--- src/rtl/btn_conditioner.sv ---
// Pushbutton conditioner: 2-flop synchronizer, debounce FSM and press/release pulses per channel.
// Optional auto-repeat on held buttons is enabled by defining BTN_AUTOREPEAT_EN.
module btn_conditioner #(
    parameter int unsigned N_BTN         = 3,
    parameter int unsigned DB_CYCLES     = 500000,
    parameter int unsigned CNT_W         = 20,
    parameter int unsigned REPEAT_DELAY  = 25000000,
    parameter int unsigned REPEAT_PERIOD = 5000000
) (
    input  logic             x1,
    input  logic             reset,
    input  logic [N_BTN-1:0] btn_raw,
    output logic [N_BTN-1:0] btn_level,
    output logic [N_BTN-1:0] btn_press,
    output logic [N_BTN-1:0] btn_release
);

    typedef enum logic [1:0] {
        ST_LOW       = 2'd0,
        ST_WAIT_HIGH = 2'd1,
        ST_HIGH      = 2'd2,
        ST_WAIT_LOW  = 2'd3
    } state_e;

    localparam logic [CNT_W-1:0] DB_LAST = CNT_W'(DB_CYCLES - 1);

    // Reject configurations the counters cannot represent.
    if (DB_CYCLES < 2 || (64'(1) << CNT_W) <= 64'(DB_CYCLES)
        || REPEAT_DELAY < 1 || REPEAT_PERIOD < 1) begin : g_bad_cfg
        $error("btn_conditioner: illegal DB_CYCLES/CNT_W/REPEAT configuration");
    end

    logic [N_BTN-1:0] s1_q, s1_d, s2_q, s2_d;
    logic [N_BTN-1:0] level_q, level_d, press_q, press_d, release_q, release_d;
    state_e           state_q [N_BTN];
    state_e           state_d [N_BTN];
    logic [CNT_W-1:0] cnt_q   [N_BTN];
    logic [CNT_W-1:0] cnt_d   [N_BTN];

`ifdef BTN_AUTOREPEAT_EN
    localparam int unsigned RPT_MAX = (REPEAT_DELAY > REPEAT_PERIOD) ? REPEAT_DELAY : REPEAT_PERIOD;
    localparam int unsigned RPT_W   = (RPT_MAX < 2) ? 1 : $clog2(RPT_MAX);
    localparam logic [RPT_W-1:0] RPT_DELAY_LAST  = RPT_W'(REPEAT_DELAY - 1);
    localparam logic [RPT_W-1:0] RPT_PERIOD_LAST = RPT_W'(REPEAT_PERIOD - 1);

    logic [RPT_W-1:0] rpt_q [N_BTN];
    logic [RPT_W-1:0] rpt_d [N_BTN];
    // Set once the first repeat has fired; later repeats use the shorter period.
    logic [N_BTN-1:0] rep_q, rep_d;
`endif

    // Next-state and registered-output logic for all channels.
    always_comb begin
        s1_d      = btn_raw;
        s2_d      = s1_q;
        level_d   = level_q;
        press_d   = '0;
        release_d = '0;
`ifdef BTN_AUTOREPEAT_EN
        rep_d     = '0;
`endif
        for (int i = 0; i < int'(N_BTN); i++) begin
            state_d[i] = state_q[i];
            cnt_d[i]   = cnt_q[i];
`ifdef BTN_AUTOREPEAT_EN
            rpt_d[i]   = '0;
`endif
            case (state_q[i])
                ST_LOW: begin
                    if (s2_q[i]) begin
                        state_d[i] = ST_WAIT_HIGH;
                        cnt_d[i]   = CNT_W'(1);
                    end else begin
                        cnt_d[i] = '0;
                    end
                end
                ST_WAIT_HIGH: begin
                    if (!s2_q[i]) begin
                        state_d[i] = ST_LOW;
                        cnt_d[i]   = '0;
                    end else if (cnt_q[i] == DB_LAST) begin
                        state_d[i] = ST_HIGH;
                        cnt_d[i]   = '0;
                        level_d[i] = 1'b1;
                        press_d[i] = 1'b1;
                    end else begin
                        cnt_d[i] = cnt_q[i] + CNT_W'(1);
                    end
                end
                ST_HIGH: begin
                    if (!s2_q[i]) begin
                        state_d[i] = ST_WAIT_LOW;
                        cnt_d[i]   = CNT_W'(1);
                    end else begin
                        cnt_d[i] = '0;
`ifdef BTN_AUTOREPEAT_EN
                        rep_d[i] = rep_q[i];
                        if (rpt_q[i] == (rep_q[i] ? RPT_PERIOD_LAST : RPT_DELAY_LAST)) begin
                            press_d[i] = 1'b1;
                            rep_d[i]   = 1'b1;
                        end else begin
                            rpt_d[i] = rpt_q[i] + RPT_W'(1);
                        end
`endif
                    end
                end
                ST_WAIT_LOW: begin
                    if (s2_q[i]) begin
                        state_d[i] = ST_HIGH;
                        cnt_d[i]   = '0;
                    end else if (cnt_q[i] == DB_LAST) begin
                        state_d[i]   = ST_LOW;
                        cnt_d[i]     = '0;
                        level_d[i]   = 1'b0;
                        release_d[i] = 1'b1;
                    end else begin
                        cnt_d[i] = cnt_q[i] + CNT_W'(1);
                    end
                end
                default: begin
                    state_d[i] = ST_LOW;
                    cnt_d[i]   = '0;
                end
            endcase
        end
    end

    always_ff @(posedge x1) begin
        if (reset) begin
            s1_q      <= '0;
            s2_q      <= '0;
            level_q   <= '0;
            press_q   <= '0;
            release_q <= '0;
            for (int i = 0; i < int'(N_BTN); i++) begin
                state_q[i] <= ST_LOW;
                cnt_q[i]   <= '0;
            end
`ifdef BTN_AUTOREPEAT_EN
            rep_q <= '0;
            for (int i = 0; i < int'(N_BTN); i++) begin
                rpt_q[i] <= '0;
            end
`endif
        end else begin
            s1_q      <= s1_d;
            s2_q      <= s2_d;
            level_q   <= level_d;
            press_q   <= press_d;
            release_q <= release_d;
            for (int i = 0; i < int'(N_BTN); i++) begin
                state_q[i] <= state_d[i];
                cnt_q[i]   <= cnt_d[i];
            end
`ifdef BTN_AUTOREPEAT_EN
            rep_q <= rep_d;
            for (int i = 0; i < int'(N_BTN); i++) begin
                rpt_q[i] <= rpt_d[i];
            end
`endif
        end
    end

    assign btn_level   = level_q;
    assign btn_press   = press_q;
    assign btn_release = release_q;

endmodule
--- config.mk ---
export PLATFORM = sky130hd
export DESIGN_NAME = btn_conditioner
export DESIGN_NICKNAME = d
export VERILOG_FILES = /design/src/rtl/btn_conditioner.sv
export SDC_FILE = /design/constraint.sdc
export NUM_CORES = 1
export LEC_CHECK = 0
export ABC_AREA = 1
export BUFFER_PORTS_ARGS = -buffer_cell sky130_fd_sc_hd__clkbuf_2
export CORE_MARGIN = 2
export CORE_UTILIZATION = 35
export DETAILED_ROUTE_END_ITERATION = 10
export PLACE_DENSITY = 0.52
export SLEW_MARGIN = 10
export SYNTH_ARGS = -nofsm -noshare
export SYNTH_HDL_FRONTEND = slang
export SYNTH_SLANG_ARGS = --single-unit
--- constraint.sdc ---
create_clock -name x1 -period 2.3 [get_ports x1]
set_clock_uncertainty 0.2 [all_clocks]
set_input_delay 0.115 -clock x1 [delete_from_list [all_inputs] [get_ports x1]]
set_output_delay 0.115 -clock x1 [all_outputs]
set_load 0.02 [all_outputs]
* Word-level counts from Yosys, hierarchy flattened
Memory sizes are Yosys's and may differ from the RTL's.
Index checks and enable logic that the tools add are counted.
** Storage, ports and cells
- Flip-flop bits (word level) :: 15
- Input bits :: 5
- Memories :: 2
- Word-level logic and storage cells :: 136
- Output and inout port bits :: 9
- RAM bits :: 66
** Operators by class
- Equal/unequal tests :: 24
- Add/subtract/negate cells :: 3
- Multiplexer cells :: 66
- Reductions and logical operators :: 15
- Bitwise logic cells :: 15
** Memory list
- cnt_q :: depth 3, width 20, rd ports 3, clocked after Yosys merged registers in 0, wr ports 3, line 37 : logic [CNT_W-1:0] cnt_q [N_BTN];
- state_q :: depth 3, width 2, rd ports 3, clocked after Yosys merged registers in 0, wr ports 3, line 35 : state_e state_q [N_BTN];
** Operators with widths (count)
- $mux 20 :: 12
- $pmux 20 s4 :: 3
- $add 20x1->20 const B :: 3
- $eq 20x19->1 const B :: 3
- $mux 2 :: 21
- $mux 1 :: 24
- $ne 2x2->1 const B :: 12
- $pmux 2 s4 :: 3
- $reduce_or 3->1 :: 6
- $reduce_and 5->1 :: 3
- $eq 2x2->1 const B :: 6
- $not 1->1 :: 9
- $eq 2x1->1 const B :: 3
- $logic_not 2->1 :: 3
- $or 1x1->1 :: 6
- $pmux 1 s2 :: 3
- $reduce_bool 2->1 :: 3

* Longest topological paths before layout
An unclocked memory read counts as a cell.
- Depth in word-level cells :: 6
- Mapped depth :: 10
- Gate-level depth less buffers :: 10

* Worst setup path before layout
OpenSTA, ideal clock, no wires.
- Kind :: reg2reg
- From :: mem cnt_q[0][0]
- To :: mem cnt_q[0][18]
- Data arrival time :: 1.354 ns
- Clock period less this slack :: 1.669 ns
- Path buffers :: 1
- Slack :: 0.631 ns
- Required time :: 1.985 ns
- Stages on the path, launching flop included :: 8
- Library setup time :: 0.115 ns
- Cells stage by stage :: dfxtp_1 -> ha_1 -> nand3_4 -> nor3_1 -> nand3_1 -> nand3_2 -> buf_6 -> nor2_1
** RTL lines (line)
- from (decl) :: 37

==> metrics.md <==
| Metric | Value |
|---|---|
| Syn Nets | 616 |
| # fillers | 1240 |
| Rows | 40 |
| Yosys reg bits | 81 |
| WL final | 8626 um |
| Nets@finish | 642 |
| Slew HR | 0.6943 |
| Area Growth Syn to Fin | 13.51% |
| Final Instance Count excl. Fillers | 776 |
| Sink Count | 81 |
| Port Buffers | 13 |
| Ys async rst share | 0 |
| Avg Inst Size Synth | 7.093 um2 |
| Reg clk slew, reported paths | 0.07 ns |
| Area of the core | 11910 um2 |
| Register area share after synthesis | 0.3823 |
| Fin. Hold Viols | 0 |
| Initial antenna violation count | 0 |
| Num ports | 14 |
| Critical Path AT | 2.06 ns |
| CP startpoint | cnt_q[0][0] |
| WP data required | 2.34 ns |
| Detail Placement HPWL | 6403 um |
| PD cells | 683.5 nW/um2 |
| R2r worst-path depth | 8 |
| Synth Area in XOR/XNOR | 0.04956 |
| Share of the synthesized area in the top cell type | 0.3823 |
| Switching power | 0.8655 mW |
| Vias in the first global route | 3412 |
| Cells after DPL | 754 |
| Ys flop type | dfxtp_1 |
| Setup Buffers After CTS | 0 |
| YS warnings | 0 |
| CTS max path bufs | 2 |
| Initial Utilization | 0.3561 |
| Setup tns final | 0 ns |
| Reg area | 1622 um2 |
| RSZ-0062 raised after global routing | false |
| Wirelength per Cell | 11.12 um |
| DIE HEIGHT | 114.1 um |
| Die footprint | 13020 um2 |
| Worst r2r dst | cnt_q[0][19] |
| Area of the multi-input gates | 2252 um2 |
| Post-synth cell types | 38 |
| Internal Power | 2.425 mW |
| Remaining DRCs | 0 |
| Antenna-violating nets left | 0 |
| Post-synthesis simple-gate area fraction | 0.3950 |
| Crit. End Element | flip-flop |
| Worst-path maximum fanout | 18 |
| Period utilization | 0.8760 |
| Synth Instances | 598 |
| H-tree levels | 3 |
| GP Congestion | 0.8776 |
| CP startpoint kind | flip-flop |
| Peak VDD IR | 340.6 uV |
| Pins Over Slew Limit | 0 |
| Horiz. Die Dim | 114.1 um |
| Comb pwr share | 0.105 |
| Cell taking the most area after synthesis | dfxtp_1 |
| Drt initial violations | 182 |
| Critical Setup Path Class | reg -> reg |
| CTS tree | done |
| CTS Root Cell | clkbuf_16 |
| Worst Min Path Start | s1_q[0] |
| Switching part of the total | 0.2630 |
| Post-synthesis mux area share | 0 |
| Total GRT Usage | 0.1447 |
| R2R setup slack | 0.29 ns |
| Post-synth EDFFs | 0 |
| Final min period | 2.015 ns |
| Tightest Pin Transition | 0.4551 ns |
| Synth area leaders | dfxtp_1, nand2_1, nor2_1, inv_1, ha_1 |
| Vias | 3675 |
| Share of power burned in registers | 0.458 |
| Post-Synth Adder-Cell Area | 0.03835 |
| Cell Area, Synth | 4242 um2 |
| Min-Delay Path Class | reg -> reg |
| Largest family of logic cells by synthesized area | simple AND/OR/NAND/NOR gates |
| Clock power share | 0.437 |
| Post-DR vias/cell | 4.736 |
| Reg-to-Reg Start | cnt_q[0][0] |
| Setup violations, final | 0 |
| Drt pass-1 iters | 5 |
| Overflow after GRT | 0 |
| Critical path endpoint | cnt_q[0][19] |
| First-pass GRT wire length | 15060 um |
| Clock latency on the worst-skew pair | 0.35 ns |
| Outcome | complete, no violations |
| Largest net degree at the start of global routing | 20 |
| Max_cap viols | 0 |
| FMAX | 0.4963 GHz |
| TritonCTS Buffers | 9 |
| Share of layout cells above drive strength 1 | 0.1145 |
| Antenna Cells | 0 |
| Compound-cell area share of the yosys netlist | 0.04808 |
| Leak | 1.822 nW |
## power groups by stage
stage,logic [mW],clock network [mW],registers [mW]
after floorplan,0.283,0,1.52
after global routing,0.404,1.53,1.51
after CTS,0.348,1.49,1.51
final,0.346,1.44,1.51
after global placement,0.334,0,1.53
after detailed placement,0.339,0,1.54
## layer usage
layer	up-vias	global-route usage	share of wire
met5	-	0	0
met4	0	0.08862	0.032
met3	21	0.02382	0.043
met2	65	0.2302	0.46
met1	1642	0.1839	0.47
li1	1947	-	-
## synth_stat cells, types with 10 or more instances
cell,number
o21ai_0,11
a21oi_1,17
nand2_1,125
nor2_1,108
nand3_1,29
nand4_1,20
nor2_2,10
nor3_1,29
xor2_1,18
ha_1,13
inv_1,83
dfxtp_1,81
## layout by cell type, fill, tap and decap left out, drive strengths merged, types with 13 or more instances in the layout
cell and count:
clkbuf 23, nand2 129, nor2 122, nand3 36, a21oi 17, nor3 38
xor2 18, dfxtp 81, ha 13, nand4 21, inv 87
## state kept, by name (all words and copies together), names as in the netlist, named ones only
signal       flops
btn_release      3
cnt_q           60
btn_level        3
s1_q             3
btn_press        3
state_q          3
s2_q             3
## how the worst min path moves through the flow
stage / to / cells past startpoint
global placement: s1_q[0] / 3
CTS: s2_q[1] / 2
finish: s2_q[0] / 2
detailed placement: s1_q[2] / 3
floorplan: btn_press[1] / 1
global route: s2_q[0] / 2
## per-stage QoR
stage	instance area (um2)	hold WS [ns]	utilization	setup WS [ns]	power [mW]
2_1_floorplan	4242	-0.007981	-	0.6311	1.807
3_3_place_gp	4457	0.1068	0.3742	0.3808	1.867
3_5_place_dp	4457	0.1186	0.3742	0.2890	1.876
4_1_cts	4815	0.2078	0.4042	0.2778	3.340
5_1_grt	4815	0.2217	0.4042	0.1443	3.453
6_report	4815	0.2053	0.4042	0.2851	3.291
## logic make-up (layout without fill, tap and decap cells)
kind of cell | count (synthesis) | count (layout)
XOR/XNOR | 24 | 24
buffers and inverters | 92 | 123
flip-flops | 81 | 81
AO/OA/AOI/OAI | 36 | 36
AND/OR/NAND/NOR | 352 | 352
adder cells (fa/ha/maj) | 13 | 13
## critical path, cell delays in order, from the launching register on
cell     delay [ns]
dfxtp_1        0.44
ha_1           0.27
nand3_4        0.12
nor3_1         0.15
nand3_1        0.17
nand3_2        0.34
inv_1          0.11
nand2_1        0.08
nor2_1         0.03
## cell type report
| type | count | area share |
|---|---|---|
| multi-input cells | 425 | 0.4678 |
| well taps | 147 | 0.03820 |
| clock inverters | 6 | 0.01429 |
| inverters | 87 | 0.06783 |
| flip-flops and latches | 81 | 0.3368 |
| repair buffers | 20 | 0.02755 |
| clock buffers | 10 | 0.04756 |
## repair_timing
item / CTS / global route
hold buffers: 6 / 0
setup endpoints to repair: 0 / 0
gates resized for setup: 0 / 0
endpoints found under the hold margin: 8 / 0
Power figures use the tool's default switching activity.
